[src/rtl/pipe_stage_chain.sv]
// pipe_stage_chain: a chain of STAGES valid/data register stages with
// bubble-collapsing backpressure, per-stage kill and a whole-chain flush.
// The ready chain is combinational from out_ready_i back to in_ready_o, so
// a stalled output only blocks the stages behind it that actually hold live
// entries; empty or killed stages keep loading.
module pipe_stage_chain #(
    parameter int DATA_W = 32,
    parameter int STAGES = 3,
    localparam int OCC_W = $clog2(STAGES + 1)
) (
    input  logic              clk_i,
    input  logic              rst_i,
    input  logic              in_valid_i,
    input  logic [DATA_W-1:0] in_data_i,
    output logic              in_ready_o,
    output logic              out_valid_o,
    output logic [DATA_W-1:0] out_data_o,
    input  logic              out_ready_i,
    input  logic              flush_i,
    input  logic [STAGES-1:0] kill_i,
    output logic [OCC_W-1:0]  occupancy_o
);

    logic [STAGES-1:0] v_q;
    logic [STAGES-1:0] v_d;
    logic [DATA_W-1:0] d_q [STAGES];
    logic [DATA_W-1:0] d_d [STAGES];

    logic [STAGES-1:0] live;
    logic [STAGES:0]   rdy;
    logic [STAGES-1:0] src_v;
    logic [DATA_W-1:0] src_d [STAGES];
    logic [OCC_W-1:0]  occ;

    // Live bits and the ready chain, walked from the output back to stage 0
    always_comb begin
        live = v_q & ~kill_i;
        rdy = '0;
        rdy[STAGES] = out_ready_i;
        for (int k = STAGES - 1; k >= 0; k--) begin
            rdy[k] = ~live[k] | rdy[k+1];
        end
    end

    // Entry offered to each stage: stage 0 from the port, stage k from stage k-1
    always_comb begin
        src_v = '0;
        src_v[0] = in_valid_i & ~flush_i;
        src_d[0] = in_data_i;
        for (int k = 1; k < STAGES; k++) begin
            src_v[k] = live[k-1];
            src_d[k] = d_q[k-1];
        end
    end

    // Next state: flush empties the chain, loading stages take the offered entry, stalled stages hold
    always_comb begin
        v_d = v_q;
        for (int k = 0; k < STAGES; k++) begin
            d_d[k] = d_q[k];
            if (flush_i) begin
                v_d[k] = 1'b0;
            end else if (rdy[k]) begin
                v_d[k] = src_v[k];
                // Data only moves with a live entry so idle stages never sample junk
                if (src_v[k]) begin
                    d_d[k] = src_d[k];
                end
            end
        end
    end

    // Stage registers, cleared asynchronously by reset
    always_ff @(posedge clk_i or posedge rst_i) begin
        if (rst_i) begin
            v_q <= '0;
            for (int k = 0; k < STAGES; k++) begin
                d_q[k] <= '0;
            end
        end else begin
            v_q <= v_d;
            for (int k = 0; k < STAGES; k++) begin
                d_q[k] <= d_d[k];
            end
        end
    end

    // Occupancy counts registered valid bits only, ignoring this cycle's kill/flush
    always_comb begin
        occ = '0;
        for (int k = 0; k < STAGES; k++) begin
            occ = occ + OCC_W'(v_q[k]);
        end
    end

    assign in_ready_o  = rdy[0] & ~flush_i;
    assign out_valid_o = live[STAGES-1] & ~flush_i;
    assign out_data_o  = d_q[STAGES-1];
    assign occupancy_o = occ;

endmodule

[config.mk]
export PLATFORM = sky130hd
export DESIGN_NAME = pipe_stage_chain
export DESIGN_NICKNAME = d
export VERILOG_FILES = /design/src/rtl/pipe_stage_chain.sv
export SDC_FILE = /design/constraint.sdc
export NUM_CORES = 1
export LEC_CHECK = 0
export CAP_MARGIN = 20
export CORE_ASPECT_RATIO = 0.9
export CORE_UTILIZATION = 56
export DETAILED_ROUTE_END_ITERATION = 16
export HOLD_SLACK_MARGIN = 0.05
export PLACE_DENSITY_LB_ADDON = 0.2
export RECOVER_POWER = 100
export SYNTH_ARGS = -nofsm -noshare
export SYNTH_HDL_FRONTEND = slang
export SYNTH_SLANG_ARGS = --single-unit
[constraint.sdc]
create_clock -name clk_i -period 5.98 [get_ports clk_i]
set_input_delay 1.495 -clock clk_i [delete_from_list [all_inputs] [get_ports clk_i]]
set_output_delay 1.495 -clock clk_i [all_outputs]
set_load 0.05 [all_outputs]
* Word level (Yosys, flattened, before mapping)
Index checks and enable logic that the tools add are counted. W data, S select, Z words.
Storage, ports and cells: input bits 40, output and inout port bits 36, flip-flop bits (word level) 99
Cells by class: reduce and logical (&&, ||, !) cells 6, bitwise logic cells 12, $add $sub $neg 2, multiplexer cells 6
Operators by type and width (count):
- $reduce_and A3 Y1 | 3
- $mux W1 | 6
- $reduce_bool A2 Y1 | 3
- $not A1 Y1 | 4
- $and A1 B1 Y1 | 3
- $and A3 B3 Y3 | 1
- $not A3 Y3 | 1
- $or A1 B1 Y1 | 3
- $add A1 B1 Y2 | 1
- $add A2 B1 Y2 | 1

* Depth between registers and ports, before layout
Gate-level depths: netlist of run 1.
depth after elaboration 8, gate-level depth with buffers 5, gate-level depth less buffers 3

* Worst setup path before layout of run 1
OpenSTA, ideal clock, no wires.
path kind input to output, from in flush_i, to out out_valid_o, path slack 1.669 ns, required time 4.485 ns, arrival 2.816 ns, cell stages on the path 2, path through clkbuf_2 nor3b_1
On the way: longest elaborated chain between the ends 2
RTL lines:
- start: declaration | line 19 | input logic flush_i,
- $not A1 Y1 (no source line)
- $and A1 B1 Y1 | line 97 | assign out_valid_o = live[STAGES-1] & ~flush_i;
- end: declaration | line 16 | output logic out_valid_o,
No other way between the ends.

* Final worst setup path of run 1
from in kill_i[2], to out in_ready_o
On the way: longest elaborated chain between the ends 7
RTL lines:
- start: declaration | line 20 | input logic [STAGES-1:0] kill_i,
- $not A3 Y3 | line 37 | live = v_q & ~kill_i;
- $and A3 B3 Y3 | line 37
- $not A1 Y1 | line 41 | rdy[k] = ~live[k] | rdy[k+1];
- $or A1 B1 Y1 (3 in a row) | line 41
- $and A1 B1 Y1 | line 96 | assign in_ready_o = rdy[0] & ~flush_i;
- end: declaration | line 15 | output logic in_ready_o,
No other way between the ends.

==> impl_results.md, run 1 <==
* Outcome: complete, but fails checks
* Failing checks: max-capacitance violations, max-slew violations
* Net switching fraction of the power at 0.304
* Count of standard-cell rows at 29
* Arrival time at the worst endpoint at 3750 ps
* Cell with the largest stage delay on the worst path: sky130_fd_sc_hd__dlygate4sd3_1
* Leakage power total at 0.00222 uW
* Share of synthesized area occupied by flip-flops and latches at 0.596
* Hold Path Depth at 1
* Nature of the critical path endpoint: output pin
* Setup repair after global routing missed its margin: false
* Worst slew margin relative to its limit at -0.691
* Detailed Route Iter0 Violations at 57
* Transition time at the pin with the least slew margin at 2520 ps
* Htree depth at 3
* Antenna diode count at 0
* Most frequent standard cell in the layout excluding fill and tap cells: sky130_fd_sc_hd__dfrtp_1
* HPWL after DPL at 4230 um
* Clock buffers created by TritonCTS at 9
* Tightest hold margin at 481 ps
* Clock network latency to the later pin of the worst-skew pair at roughly 350 ps
* Total negative slack at 0 ps
* Initial standard-cell utilization of the core at 0.584
* Initial antenna violation count at 0
* Count of clock tree sinks at 99
* Ranking of synthesized cells by area: sky130_fd_sc_hd__dfrtp_1 (60%), sky130_fd_sc_hd__mux2_2 (17%), sky130_fd_sc_hd__mux2_4 (11%)
* Cell type with the highest occurrence count on the critical path: sky130_fd_sc_hd__dlygate4sd3_1
* Number of maximum-capacitance violations at 2
* Cell area power density at 384 nW/um^2
* Port-buffer cells at 75
* Number of cell instances on the worst register-to-register path at 4
* Number of pins with negative max-slew slack in the final report at 92
* Max Fclk at 191 MHz
* Buffers inserted during post-CTS setup optimization at 0
* Reg2Reg Capture Point: out_data_o[22]$_DFFE_PP0P_
* CP cell instances: dlygate4sd3_1 > nor3b_1 > a31oi_1 > dlygate4sd3_1
* Finish-stage setup viols at 0
* Drt first pass iters at 3
* Die height at 83.7 um
* Synthesized Nets at 297
* Number of nets in the layout at 345
* Layout cell share with drive strength beyond 1 at 0.273
* Top library cells by usage in the layout, fill and taps aside: sky130_fd_sc_hd__dfrtp_1 (99), sky130_fd_sc_hd__mux2_2 (64), sky130_fd_sc_hd__dlygate4sd3_1 (38), sky130_fd_sc_hd__clkdlybuf4s50_1 (37), sky130_fd_sc_hd__mux2_1 (30)
* Reg-to-reg critical path startpoint: v_q[2]$_DFFE_PP0P_
* Final hold violation count at 0
* Critical-path maximum fanout at 7
* Switching pwr at roughly 560 uW
* Share of total power in combinational logic at 0.256
* Unique cell type count in the Yosys netlist at 21
* Proportion of power drawn by the clock network at 0.265
* Largest net degree at the start of global routing at 60
* Category of the worst setup path launch point: primary input
* Clock Tree Buf Depth at 2
* Mean cell area of the mapped netlist at 16.2 um^2
* Flip-flop and latch count after synthesis at between 90 and 100
* Die span in x at 92.8 um
* Synthesis Warnings at 0
* Critical hold path startpoint: d_q[49]$_DFFE_PP0P_
* Post-synth top area share at 0.596
* TritonCTS clock tree: yes
* Share of total power in sequential cells at 0.479
* Post-detailed-routing wire length at 6480 um
* Grt met1 use at 0.242
* Global-route wire length before repair at between 10000 and 15000 um
* Start-to-end type of the worst setup path: in2out
* I/O Pins at 76
* Instance count of the mapped netlist at 256
* Skew final at 6.96 ps
* Via count of the first global-routing pass at 2177
* Most heavily used metal layer in global routing: met2
* Minimum clock period at 5250 ps
* Met3 layer usage reported by global route at 0.0820
* Worst IR drop on VDD at ~0.00018 V
* Filler cells at 548
* # hold bufs at CTS at 0
* Placeable core region at 7110 um^2
* R2R setup slack at around 2800 ps
* Routed wirelength normalized by instance count at 16.2 um
* Netlist area before placement at 4160 um^2
* Total of cells resized after clock tree synthesis at 0
* # DRC at 0
* Via count at 2055
* Hold/Removal Path Class: reg2reg
* Critical path required time at 4490 ps
* Portion of the clock cycle consumed by the worst path in the final layout at 0.878
* Die area at 7770 um^2
* Global routing usage summed across all routing layers at 0.186
* Global route overflow at 0
* CTS clk-pin slew, worst paths at 90 ps
* Area leader, netlist: sky130_fd_sc_hd__dfrtp_1
* Number of vias per cell after detailed routing at 5.12
* Synth-to-Final Area Change at 16.2%
* Library cell used as clock root buffer: sky130_fd_sc_hd__clkbuf_8
* Internal power at 1290 uW
* Met2 Usage GRT at 0.286
* Final estimated routing congestion in global placement at ~0.67
* Hold endpoint: out_data_o[17]$_DFFE_PP0P_
* Antenna Nets Post-Route at 0
* Slowest Stage Delay on Critical Path at 820 ps
logic make-up after synthesis:
group,share of synthesized area
DFF,0.596
and+or+nand+nor,0.0172
AOI/OAI and AO/OA,0.0102
buffers and inverters,0.0846
adders and majority gates,0.00482
muxes,0.287
power by group through the flow:
stage	sequential (uW)	combinational, uW	clock (uW)
CTS	899	537	509
global route	908	499	532
finish	889	474	492
global placement	904	524	0
floorplan	885	462	0
detailed placement	911	536	0
flip-flops by register name, indices dropped and copies added, names as in the netlist:
register,count
out_data_o,32
v_q,3
d_q,64
cells in the mapped netlist, drive strengths merged:
cell type / count
a21oi: 2
a2111o: 1
nor3b: 2
a311oi: 1
clkbuf: 1
dfrtp: 99
buf: 42
nor2: 3
inv: 3
fa: 1
a31oi: 1
or3b: 1
nand3: 1
mux2: 96
nor2b: 2
metrics by stage:
step           utilization  setup WS [ps]  total power (uW)  area [um^2]  cells
6_report             0.679            732              1860         4830    401
3_3_place_gp         0.665           1340              1430         4730    385
4_1_cts              0.697           1280              1950         4960    400
3_5_place_dp         0.665           1280              1450         4730    385
2_1_floorplan            -           1670              1350         4160    256
5_1_grt              0.679            658              1940         4830    401
how the worst max path moves through the flow:
stage                     startpoint     endpoint  slack (ps)
final                      kill_i[2]   in_ready_o         730
after global placement     kill_i[2]   in_ready_o        1340
after detailed placement   kill_i[2]   in_ready_o        1280
after global routing       kill_i[2]   in_ready_o         660
after CTS                  kill_i[2]   in_ready_o        1280
after floorplan              flush_i  out_valid_o        1670
layout make-up:
type | instances | area [um^2] | share of cell area
Clock buffer | 10 | 128 | 0.0264
Tap cell | 93 | 116 | 0.0241
Sequential cell | 99 | 2480 | 0.513
Clock inverter | 5 | 103 | 0.0212
Timing Repair Buffer | 80 | 771 | 0.160
Inverter | 3 | 12.5 | 0.00259
Multi-Input combinational cell | 111 | 1220 | 0.253
per-layer routing:
metal | share of wire | vias up
li1 | - | 940
met1 | 0.43 | 1060
met2 | 0.50 | 48
met3 | 0.060 | 7
met4 | 0.012 | 0
met5 | 0 | -
worst max-delay path: cells and delay by family:
family,cells,cell delay [ps]
AO/OA/AOI/OAI,1,160
buffers and inverters,2,1370
AND/OR/NAND/NOR,1,720
No activity file was read; power rests on OpenSTA's default activity.
==> inputs of run 2 (changes only) <==
Settings changed: GPL_ROUTABILITY_DRIVEN from default to 0, PLACE_DENSITY from default to 0.85, PLACE_DENSITY_LB_ADDON 0.2 to default.
==> run 2 against run 1 <==
Net effect:
- the run still ends with max-capacitance violations, max-slew violations left
- die area did not move
- count of clock-buffer cells in the layout fell by 1
- clock skew is 1.6 ps higher
- critical path type unchanged
- largest power group unchanged
- highest routed layer unchanged
==> impl_results.md, run 2 (synthesis gave the netlist of run 1 again) <==
* Outcome: complete, but fails checks
* Failing checks: max-capacitance violations, max-slew violations
* Nature of the critical path endpoint: output pin
* Post-detailed-routing wire length at 6280 um
* Minimum clock period at 5110 ps
* # hold bufs at CTS at 0
* Leakage power total at 0.00220 uW
* TritonCTS clock tree: yes
* Hold/Removal Path Class: reg2reg
* Count of clock tree sinks at 99
* CTS clk-pin slew, worst paths at 90 ps
* Drt first pass iters at 4
* HPWL after DPL at between 4000 and 5000 um
* Number of pins with negative max-slew slack in the final report at 132
* Count of standard-cell rows at 29
* Total of cells resized after clock tree synthesis at 0
* Worst slew margin relative to its limit at -0.777
* Die area at 7770 um^2
* Critical path required time at 4490 ps
* Number of vias per cell after detailed routing at between 5 and 6
* Die height at 83.7 um
* Clock network latency to the later pin of the worst-skew pair at 350 ps
* Critical-path maximum fanout at 7
* Clock Tree Buf Depth at 2
* Final hold violation count at 0
* Buffers inserted during post-CTS setup optimization at 0
* Clock buffers created by TritonCTS at 9
* Number of nets in the layout at ~340
* Global-route wire length before repair at ~11000 um
* Max Fclk at 196 MHz
* Finish-stage setup viols at 0
* Largest net degree at the start of global routing at between 50 and 60
* Transition time at the pin with the least slew margin at 2650 ps
* Number of maximum-capacitance violations at 4
* Number of flip-flops in the largest register at 64
* Via count of the first global-routing pass at 2172
* # DRC at 0
* Met2 Usage GRT at 0.292
* Initial antenna violation count at 0
* Antenna Nets Post-Route at 0
* Top library cells by usage in the layout, fill and taps aside: sky130_fd_sc_hd__dfrtp_1 (99), sky130_fd_sc_hd__mux2_2 (64), sky130_fd_sc_hd__dlygate4sd3_1 (39), sky130_fd_sc_hd__clkdlybuf4s50_1 (36), sky130_fd_sc_hd__mux2_1 (31)
* Start-to-end type of the worst setup path: in2out
* Port-buffer cells at 75
* Routed wirelength normalized by instance count at approximately 16 um
* Worst IR drop on VDD at 0.000214 V
* Global route overflow at 0
* Met3 layer usage reported by global route at 0.0528
* Cell type with the highest occurrence count on the critical path: sky130_fd_sc_hd__dlygate4sd3_1
* Most heavily used metal layer in global routing: met2
* Portion of the clock cycle consumed by the worst path in the final layout at 0.855
* Largest register by flop count: d_q
* Most frequent standard cell in the layout excluding fill and tap cells: sky130_fd_sc_hd__dfrtp_1
* Cell with the largest stage delay on the worst path: sky130_fd_sc_hd__dlygate4sd3_1
* Total negative slack at 0 ps
* Global routing usage summed across all routing layers at 0.184
* Via count at 2043
* Antenna diode count at 0
* Category of the worst setup path launch point: primary input
* Layout cell share with drive strength beyond 1 at 0.276
* Cell area power density at ~380 nW/um^2
* Arrival time at the worst endpoint at 3620 ps
* Setup repair after global routing missed its margin: false
* CP cell instances: dlygate4sd3_1 > nor3b_1 > a31oi_1 > dlygate4sd3_1
* Placeable core region at between 7000 and 8000 um^2
* Library cell used as clock root buffer: sky130_fd_sc_hd__clkbuf_8
* I/O Pins at 76
* Detailed Route Iter0 Violations at 32
* Grt met1 use at 0.244
* Final Core Density at 0.674
* Initial standard-cell utilization of the core at 0.584
* Synth-to-Final Area Change at 15.4%
* Die span in x at between 90 and 100 um
* Slowest Stage Delay on Critical Path at approximately 800 ps
* Skew final at 8.57 ps
* Htree depth at 3
-- run 2: cell types whose count changed in the layout (fill, tap and decap cells not counted), sizes merged --
cell,change
clkinvlp,+2
buf,+1
bufinv,-1
clkdlybuf4s50,-1
clkbuf,-3
inv,+1
dlygate4sd3,+1
-- run 2: path summary, 6_finish.rpt --
kind / from / end / slack, ps / cells after the start
setup reg to reg: v_q[1]$_DFFE_PP0P_ / d_q[81]$_DFFE_PP0P_ / 2240 / 4
min in group asynchronous: rst_i / out_data_o[26]$_DFFE_PP0P_ / 2120 / 2
hold / removal: d_q[47]$_DFFE_PP0P_ / out_data_o[15]$_DFFE_PP0P_ / 480 / 1
hold reg to reg: d_q[47]$_DFFE_PP0P_ / out_data_o[15]$_DFFE_PP0P_ / 480 / 1
max in group asynchronous: rst_i / d_q[71]$_DFFE_PP0P_ / 1890 / 3
setup / recovery: kill_i[2] / in_ready_o / 870 / 4
-- run 2: report_power, final --
group | switching [uW] | internal (uW) | total, uW
Sequential | 68.1 | 818 | 887
Clock | 231 | 238 | 469
Combinational | 275 | 196 | 471
-- run 2: per-layer routing --
metal	vias up	wire, um
met5	-	0
met4	0	62
met3	6	237
met2	42	3100
met1	1052	2880
li1	943	-
-- run 2: worst max-delay path: cells and delay by family --
kind            cells  cell delay (ps)
simple gates        1              610
buf+inv             2             1360
compound gates      1              160
-- run 2: per-stage QoR --
stage	cell area [um^2]	hold slack (ps)	cells	power [uW]	setup slack [ps]
after floorplan	4160	454	256	1350	1670
after global placement	4730	464	385	1430	1340
after detailed placement	4730	482	385	1450	1320
after CTS	4950	506	401	1920	1310
after global routing	4790	505	401	1910	776
final	4790	481	401	1830	867
-- run 2: layout make-up --
class | count | area [um^2]
flip-flops and latches | 99 | 2480
clock buffers | 9 | 124
inverters | 3 | 12.5
clock inverters | 7 | 100
repair buffers | 79 | 771
fillers | 554 | 2320
well taps | 93 | 116
multi-input cells | 111 | 1190
==> variant, RTL diff (config.mk and constraints of run 1) <==
The parameter `DATA_W` goes from 32 to 24.
--- a/src/rtl/pipe_stage_chain.sv
+++ b/src/rtl/pipe_stage_chain.sv
@@ -4,7 +4,7 @@
 // a stalled output only blocks the stages behind it that actually hold live
 // entries; empty or killed stages keep loading.
 module pipe_stage_chain #(
-    parameter int DATA_W = 32,
+    parameter int DATA_W = 24,
     parameter int STAGES = 3,
     localparam int OCC_W = $clog2(STAGES + 1)
 ) (
Ports: changed (resized in_data_i and out_data_o); port bits go from 76 to 60. The function was not compared with the original's and may differ.
==> variant against run 1 <==
The run still ends with capacitance limit, slew limit left; wire length down 20%; sequential power down 24%; first-iteration DRC count down 5.3%; combinational power down 25%; cell area down 23%; worst setup slack better by 0.092 ns; critical path depth unchanged; die area down 21%; total power down 25%; sequential cell count down 24; synthesized area down 21%; critical path type unchanged; largest cell class unchanged.
==> variant: results (changes against run 1) <==
Root Driver=clkbuf_8; share of layout cells above drive strength 1=19.3% (-8.0 points); worst skew pair latency=0.33 ns (-0.02 ns); M2 GR Usage=31.1% (+2.4 points); vias in the first global route=1,748 (-20%); slowest CP cell=dlygate4sd3_1; pre-CTS setup slack=1.26 ns (-0.0206 ns); Max IR drop VDD=0.184 mV (+4.1%); flip-flop count of the largest register after layout=48 (-25%); Net count, final=272 (-21%); syn nets=232 (-22%); Final Cycle Share=86.2% (-1.5 points); CP max stage delay=0.81 ns; status=finished, violations left; initial antenna violation count=0 (unchanged); top cells by count, synth=75 x dfrtp_1, 40 x mux2_4, 28 x mux2_2, 24 x buf_4; grt met3 use=4.17% (-4.0 points); metal2 WL=2620 µm (-19%); diode count=0 (unchanged); Reg-to-Reg End=d_q[49]; Netlist cell types=21 (unchanged); Hold Startpoint=d_q[50]; post-route insts no fill=314 (-22%); leakage=1.71 nW (-23%); CTS resizes=0 (unchanged); synth warn=0 (unchanged); Worst Skew=0.00987 ns (+0.00291 ns); Clock transition at path regs=0.07 ns (-0.02 ns); Worst Hold Path EP=d_q[50]; largest net degree at the start of global routing=48 (-20%); GP Congestion=0.778 (+16%); cells on worst reg2reg path=4 (unchanged); Max-slew headroom=-60.5% (+8.6 points); largest cells by area after synthesis=dfrtp_1 57%, mux2_4 18%, mux2_2 9.6%; Placed Cells incl. Taps=298 (-23%); global-route wire length before repair=8420 µm (-22%); FF-to-FF Start=v_q[1]; drt initial violations=54 (-5.3%); met1 Use GR=24.0% (-0.22 points); Port Buffers=59 (-21%); Post-synth ARST share=100% (unchanged); max_cap viols=3 (+1); Fin Hold WS=0.485 ns (+0.00334 ns); Max Slew Vio Count=87 (-5.4%); Max FO, Critical Path=7 (unchanged); Worst Path Arrival=3.66 ns (-0.09 ns); Seq/Total Area, Yosys=57.2% (-2.4 points); DP HPWL=3540 µm (-16%); final wirelength=5200 µm (-20%); average cell area after synthesis=16.5 µm² (+1.5%); Reg2Reg Setup Slack=2.48 ns (-0.33 ns); vias after detailed routing=1,612 (-22%); Total GRT Usage=18.9% (+0.28 points); failing checks=capacitance limit, slew limit; CTS Buf Count=9 (unchanged); Post-DP Area=0.00370 mm² (-22%); met1 wire length=2300 µm (-18%); WL met3=228 µm (-41%)
[variant: cell count changes after synthesis, sizes merged]
cell / delta
mux2: -24
clkbuf: -1
dfrtp: -24
buf: -8
[variant: layout make-up]
cell class / count / area [µm²]
clock buffers: 9 / 124
clock inverters: 7 / 68.8
fillers: 439 / 1950
inverters: 3 / 11.3
multi-input cells: 87 / 935
flip-flops and latches: 75 / 1880
well taps: 70 / 87.6
repair buffers: 63 / 606
[variant: cells by family (layout without fill, tap and decap cells)]
kind of cell | count (synthesis) | after routing | share of synthesized area [%]
AO/OA/AOI/OAI | 5 | 5 | 1.64
adder cells (fa/ha/maj) | 1 | 1 | 0.610
buffers and inverters | 37 | 82 | 9.04
flip-flops | 75 | 75 | 57.2
multiplexers | 72 | 72 | 29.3
AND/OR/NAND/NOR | 9 | 9 | 2.17
[variant: power by group]
part           leakage, nW  internal, W  switching, W
clock               0.0950     0.000191      0.000179
sequential           0.929     0.000620     0.0000567
combinational        0.687     0.000142      0.000212
total                 1.71     0.000953      0.000448
